### src/rtl/sram_arbiter.sv
// Two-requester arbiter in front of a dual-port SRAM: one write and one read per cycle.
// Optional read-during-write forwarding is enabled by defining SRAM_ARB_FWD_EN.
module sram_arbiter #(
  parameter int DATA_WIDTH = 8,
  parameter int ADDR_WIDTH = 9
) (
  input  logic                    clk_i,
  input  logic                    rst_ni,
  input  logic [1:0]              req_i,
  input  logic [1:0]              we_i,
  input  logic [2*ADDR_WIDTH-1:0] addr_i,
  input  logic [2*DATA_WIDTH-1:0] wdata_i,
  output logic [1:0]              gnt_o,
  output logic [1:0]              rvalid_o,
  output logic [DATA_WIDTH-1:0]   rdata_o,
  output logic                    sram_wen_o,
  output logic [ADDR_WIDTH-1:0]   sram_waddr_o,
  output logic [DATA_WIDTH-1:0]   sram_wdata_o,
  output logic [ADDR_WIDTH-1:0]   sram_raddr_o,
  input  logic [DATA_WIDTH-1:0]   sram_rdata_i
);

  logic       prio_q;
  logic [1:0] wr_req, rd_req;
  logic [1:0] wr_gnt, rd_gnt;
  logic       conflict;

  always_comb begin
    wr_req = req_i & we_i;
    rd_req = req_i & ~we_i;
    wr_gnt = wr_req;
    rd_gnt = rd_req;
    // Only one op type can be contended with two requesters.
    if (&wr_req) wr_gnt = prio_q ? 2'b10 : 2'b01;
    if (&rd_req) rd_gnt = prio_q ? 2'b10 : 2'b01;
    conflict = (&wr_req) | (&rd_req);
    gnt_o    = wr_gnt | rd_gnt;
  end

  always_comb begin
    sram_wen_o   = |wr_gnt;
    sram_waddr_o = '0;
    sram_wdata_o = '0;
    sram_raddr_o = '0;
    if (wr_gnt[1]) begin
      sram_waddr_o = addr_i[ADDR_WIDTH +: ADDR_WIDTH];
      sram_wdata_o = wdata_i[DATA_WIDTH +: DATA_WIDTH];
    end else if (wr_gnt[0]) begin
      sram_waddr_o = addr_i[0 +: ADDR_WIDTH];
      sram_wdata_o = wdata_i[0 +: DATA_WIDTH];
    end
    if (rd_gnt[1])      sram_raddr_o = addr_i[ADDR_WIDTH +: ADDR_WIDTH];
    else if (rd_gnt[0]) sram_raddr_o = addr_i[0 +: ADDR_WIDTH];
  end

  always_ff @(posedge clk_i or negedge rst_ni) begin
    if (!rst_ni) begin
      prio_q   <= 1'b0;
      rvalid_o <= 2'b00;
    end else begin
      rvalid_o <= rd_gnt;
      // Favour the loser next time.
      if (conflict) prio_q <= ~prio_q;
    end
  end

`ifdef SRAM_ARB_FWD_EN
  logic                  fwd_q;
  logic [DATA_WIDTH-1:0] fwd_data_q;
  logic                  collide;

  assign collide = sram_wen_o & (|rd_gnt) & (sram_waddr_o == sram_raddr_o);

  always_ff @(posedge clk_i or negedge rst_ni) begin
    if (!rst_ni) begin
      fwd_q      <= 1'b0;
      fwd_data_q <= '0;
    end else begin
      fwd_q <= collide;
      if (collide) fwd_data_q <= sram_wdata_o;
    end
  end

  assign rdata_o = fwd_q ? fwd_data_q : sram_rdata_i;
`else
  assign rdata_o = sram_rdata_i;
`endif

endmodule

### config.mk
export PLATFORM = sky130hd
export DESIGN_NAME = sram_arbiter
export DESIGN_NICKNAME = d
export VERILOG_FILES = /design/src/rtl/sram_arbiter.sv
export SDC_FILE = /design/constraint.sdc
export NUM_CORES = 1
export LEC_CHECK = 0
export BUFFER_PORTS_ARGS = -buffer_cell sky130_fd_sc_hd__buf_4
export CORE_MARGIN = 3
export CORE_UTILIZATION = 30
export DETAILED_ROUTE_END_ITERATION = 6
export PLACE_DENSITY = 0.86
export SYNTH_ARGS = -nofsm -noshare
export SYNTH_HDL_FRONTEND = slang
export SYNTH_SLANG_ARGS = --single-unit
### constraint.sdc
create_clock -name clk_i -period 3.5 [get_ports clk_i]
set_input_delay 0.7 -clock clk_i [delete_from_list [all_inputs] [get_ports clk_i]]
set_output_delay 0.7 -clock clk_i [all_outputs]
set_load 0.01 [all_outputs]
# Yosys cells after proc, flatten, opt, wreduce, memory -nomap -nowiden

Index checks and enable logic that the tools add are counted.

Memories: 0
RAM bits: 0
Register bits after elaboration: 3
Memory bits (read-only): 0
Logic and storage cells: 20
Bits in latches: 0
Bits of input ports: 48

Reductions and logical operators: 3
Bitwise gates (word level): 6
Eq/ne operators: 0
Multiplexer cells: 9
$lt $le $gt $ge: 0
Shifts and indexed selects: 0
Multipliers: 0
Divide/modulo/power cells: 0
$add $sub $neg: 0

Operators by type and width:

| operator         | number |
|---|---|
| $mux 9           | 4 |
| $mux 8           | 2 |
| $mux 2           | 3 |
| $and 2x2->2      | 2 |
| $reduce_and 2->1 | 2 |
| $not 2->2        | 1 |
| $or 2x2->2       | 1 |
| $reduce_or 2->1  | 1 |
| $not 1->1        | 1 |
| $or 1x1->1       | 1 |

# Longest topological paths before layout

Depth after elaboration: 6
Depth in mapped cells: 5

# Worst setup path before layout

No wires, ideal clock.

Path type: input port to output port
Start: input req_i[0]
End: output sram_raddr_o[0]
Data required time: 2.800 ns
Stages on the path: 4
Buffers on the path: 1
Slack: 1.370 ns
Arrival time: 1.430 ns
Path through: inv_1 -> o311a_1 -> buf_6 -> a22o_1

Elaborated cells on any way between the ends: 5
Those cells by class: mux (3); bitwise (1); reduce/logical (1)

RTL lines:

| what             | RTL line | RTL |
|---|---|---|
| start, declared  | 9        | `input logic [1:0] req_i,` |
| $and 2x2->2      | 30       | `rd_req = req_i & ~we_i;` |
| $reduce_and 2->1 | 35       | `if (&rd_req) rd_gnt = prio_q ? 2'b10 : 2'b01;` |
| $mux 2           | 35       |  |
| net rd_gnt[1]    | 25       | `logic [1:0] wr_gnt, rd_gnt;` |
| $mux 9           | 52       | `if (rd_gnt[1]) sram_raddr_o = addr_i[ADDR_WIDTH +: ADDR_WIDTH];` |
| end, declared    | 19       | `output logic [ADDR_WIDTH-1:0] sram_raddr_o,` |

The timed path passes the listed nets, and every way through them passes these cells.

# Final worst setup path

Start: input we_i[1]
End: output sram_raddr_o[8]

Longest elaborated chain between the ends: 6

RTL lines:

| what             | RTL line | RTL |
|---|---|---|
| start, declared  | 10       | `input logic [1:0] we_i,` |
| $not 2->2 (*)    | 30       |  |
| $and 2x2->2 (*)  | 30       |  |
| $reduce_and 2->1 | 35       |  |
| $mux 2 (*)       | 35       |  |
| $mux 9           | 53       | `else if (rd_gnt[0]) sram_raddr_o = addr_i[0 +: ADDR_WIDTH];` |
| $mux 9 (*)       | 52       |  |

Every way passes the cells marked *; elsewhere a longest branch is shown, timed or not.

==> impl_metrics.tcl <==
set metrics [dict create \
    hold_slack_ps 250 \
    critical_path.cell_chain "buf_4, inv_2, a311oi_2, a22o_1, buf_4" \
    antenna_found_initial 0 \
    clock.fmax_mhz 380 \
    synthCells 56 \
    worst-path-buf-inv 3 \
    cts_buffers 3 \
    cts_setup_buffers 0 \
    status "complete, no violations" \
    ys_types 16 \
    num-nets-final 166 \
    critPathRequiredTime_ps 2800 \
    cts.clk_slew.worst_paths_ps 40 \
    min_path_type "in2async" \
    syn_area_um2 533 \
    die_width_um 48.2 \
    grt_first_pass_wirelength_um 2890 \
    timing.rr.start "prio_q$_DFFE_PN0P_" \
    die_area_um2 2320 \
    cellLeakagePower_uw 0.000544 \
    clk_latency_ps 230 \
    reg2reg_slack_ps 2150 \
    grt_use_total 0.172 \
    crit_type "in2out" \
    synth_area_per_cell_um2 9.52 \
    period_needed_ps 2630 \
    maxCapViolCount 0 \
    critPathTopFamily "compound AO/OA/AOI/OAI gates" \
    drive_gt1_frac 0.658 \
    clock-root-buffer "clkbuf_4" \
    setup_viol 0 \
    yosysWarnings 0 \
    total_power_uw 292 \
    period_share 0.752 \
    startpoint_type "input port" \
    rsz0062_at_grt "false" \
    path_max_fanout 11 \
    worstMarginPinSlew_ps 786 \
    r2r-end "rvalid_o[0]$_DFF_PN0_" \
    first_pass_iters 3 \
    tns_ps 0 \
    hold_buffers 0 \
    slowest_delay_ps 700 \
    cp.arrival_ps 1930 \
    die_y_um 48.2 \
    dpl.hpwl_um 1820 \
    gp_congestion 0.650 \
    instances_no_fill 141 \
    fp.coreArea_um2 1590 \
    overflow 0 \
    routed_via_density 5.12 \
    drc 0 \
    rr_worst_depth 1 \
    cts_max_level 1 \
    ant_nets 0 \
    area_delta_synth_final_pct 87.1 \
    endpoint_kind "output pin" \
    grt_pass1_vias 733 \
    slew_violations 0 \
    cts_tree "done" \
    diodes 0 \
    cts_sinks 3 \
    routed_wl_um 2220 \
    slew_headroom 0.476 \
    peakVddDrop_uv 139 \
    cp_slowest_cell "a311oi_2" \
    yosysSeqAreaShare 0.141 \
    syn_nets 104 \
    clock_path_buffers 2 \
    p_per_area_nw_per_um2 293 \
    synth_seq_cells 3 \
    rows 14 \
    io_pins 87 \
    drt_first_iter_violations 8 \
    ctsResizeCount 0 \
    dp_cells 137 \
    start_util 0.334 \
    final.fill_count 146 \
    crit_top_cell "buf_4" \
    hold_viol_final 0 \
    fin_skew_ps 2.63 \
    num_vias 722 \
    io_buffers 70 \
    grt_max_degree 19 \
    routedWlPerCell_um 15.8 \
]
## cell usage in the layout (no fill, tap or decap)
| cell | netlist | layout |
|---|---|---|
| clkbuf_4 | 0 | 3 |
| xnor2_1 | 2 | 2 |
| a31oi_4 | 1 | 1 |
| clkbuf_1 | 0 | 1 |
| inv_1 | 1 | 1 |
| nand2_2 | 1 | 1 |
| a311oi_2 | 1 | 1 |
| nand3_1 | 1 | 1 |
| a22o_1 | 26 | 26 |
| buf_4 | 10 | 70 |
| o311a_1 | 1 | 1 |
| dfrtp_1 | 3 | 3 |
| o21ba_1 | 1 | 1 |
| nand2_1 | 2 | 2 |
| inv_2 | 1 | 1 |
| or2_1 | 2 | 2 |
## registers in the layout (all words and copies together) (netlist names)
| register | flops |
|---|---|
| rvalid_o | 2 |
| prio_q | 1 |
## Yosys cell counts
cell type  instances  area share
a22o_1            26        0.43
a311oi_2           1       0.028
a31oi_4            1       0.040
buf_12             1       0.038
buf_4             10        0.14
buf_6              2       0.042
dfrtp_1            3        0.14
inv_1              1      0.0070
inv_2              1      0.0070
nand2_1            2       0.014
nand2_2            1       0.012
nand3_1            1      0.0094
o21ba_1            1       0.019
o311a_1            1       0.019
or2_1              2       0.023
xnor2_1            2       0.033
## layer usage
layer | wire [um] | vias to the layer above | global-route usage
li1 | - | 338 | -
met1 | 724 | 338 | 0.154
met2 | 1320 | 44 | 0.357
met3 | 151 | 2 | 0.0332
met4 | 27 | 0 | 0.0753
met5 | 0 | - | 0
## metrics by stage
| stage | setup slack (ps) | area [um^2] | util |
|---|---|---|---|
| 6_report | 867 | 997 | 0.626 |
| 3_3_place_gp | 898 | 971 | 0.609 |
| 4_1_cts | 886 | 997 | 0.626 |
| 3_5_place_dp | 891 | 971 | 0.609 |
| 5_1_grt | 809 | 997 | 0.626 |
| 2_1_floorplan | 1370 | 533 | - |
## worst max-delay path by stage
stage	startpoint	endpoint	depth (start not counted)
6_report	we_i[1]	sram_raddr_o[8]	5
5_1_grt	we_i[1]	sram_raddr_o[7]	5
4_1_cts	we_i[1]	sram_raddr_o[6]	5
3_5_place_dp	we_i[1]	sram_raddr_o[2]	5
3_3_place_gp	we_i[1]	sram_raddr_o[6]	5
2_1_floorplan	req_i[0]	sram_raddr_o[0]	4
## cells by family after synthesis
family                 count (synthesis)  synth area share
AO/OA/AOI/OAI                         30             0.533
flip-flops                             3             0.141
buffers and inverters                 15             0.235
XOR/XNOR                               2            0.0329
AND/OR/NAND/NOR                        6            0.0587
## power by group
part           total, uW  switching (uW)  internal, uW
clock               60.3            17.6          42.7
combinational        174            73.8           100
sequential          57.4            14.7          42.7
## final cells by class
class                           count  area [um^2]  area share
Clock buffer                        4         26.3      0.0263
Sequential cell                     3         75.1      0.0753
Timing Repair Buffer               70          526       0.527
Multi-Input combinational cell     38          333       0.334
Inverter                            2         7.51     0.00753
Tap cell                           24         30.0      0.0301
No activity file was read; power rests on OpenSTA's default activity.
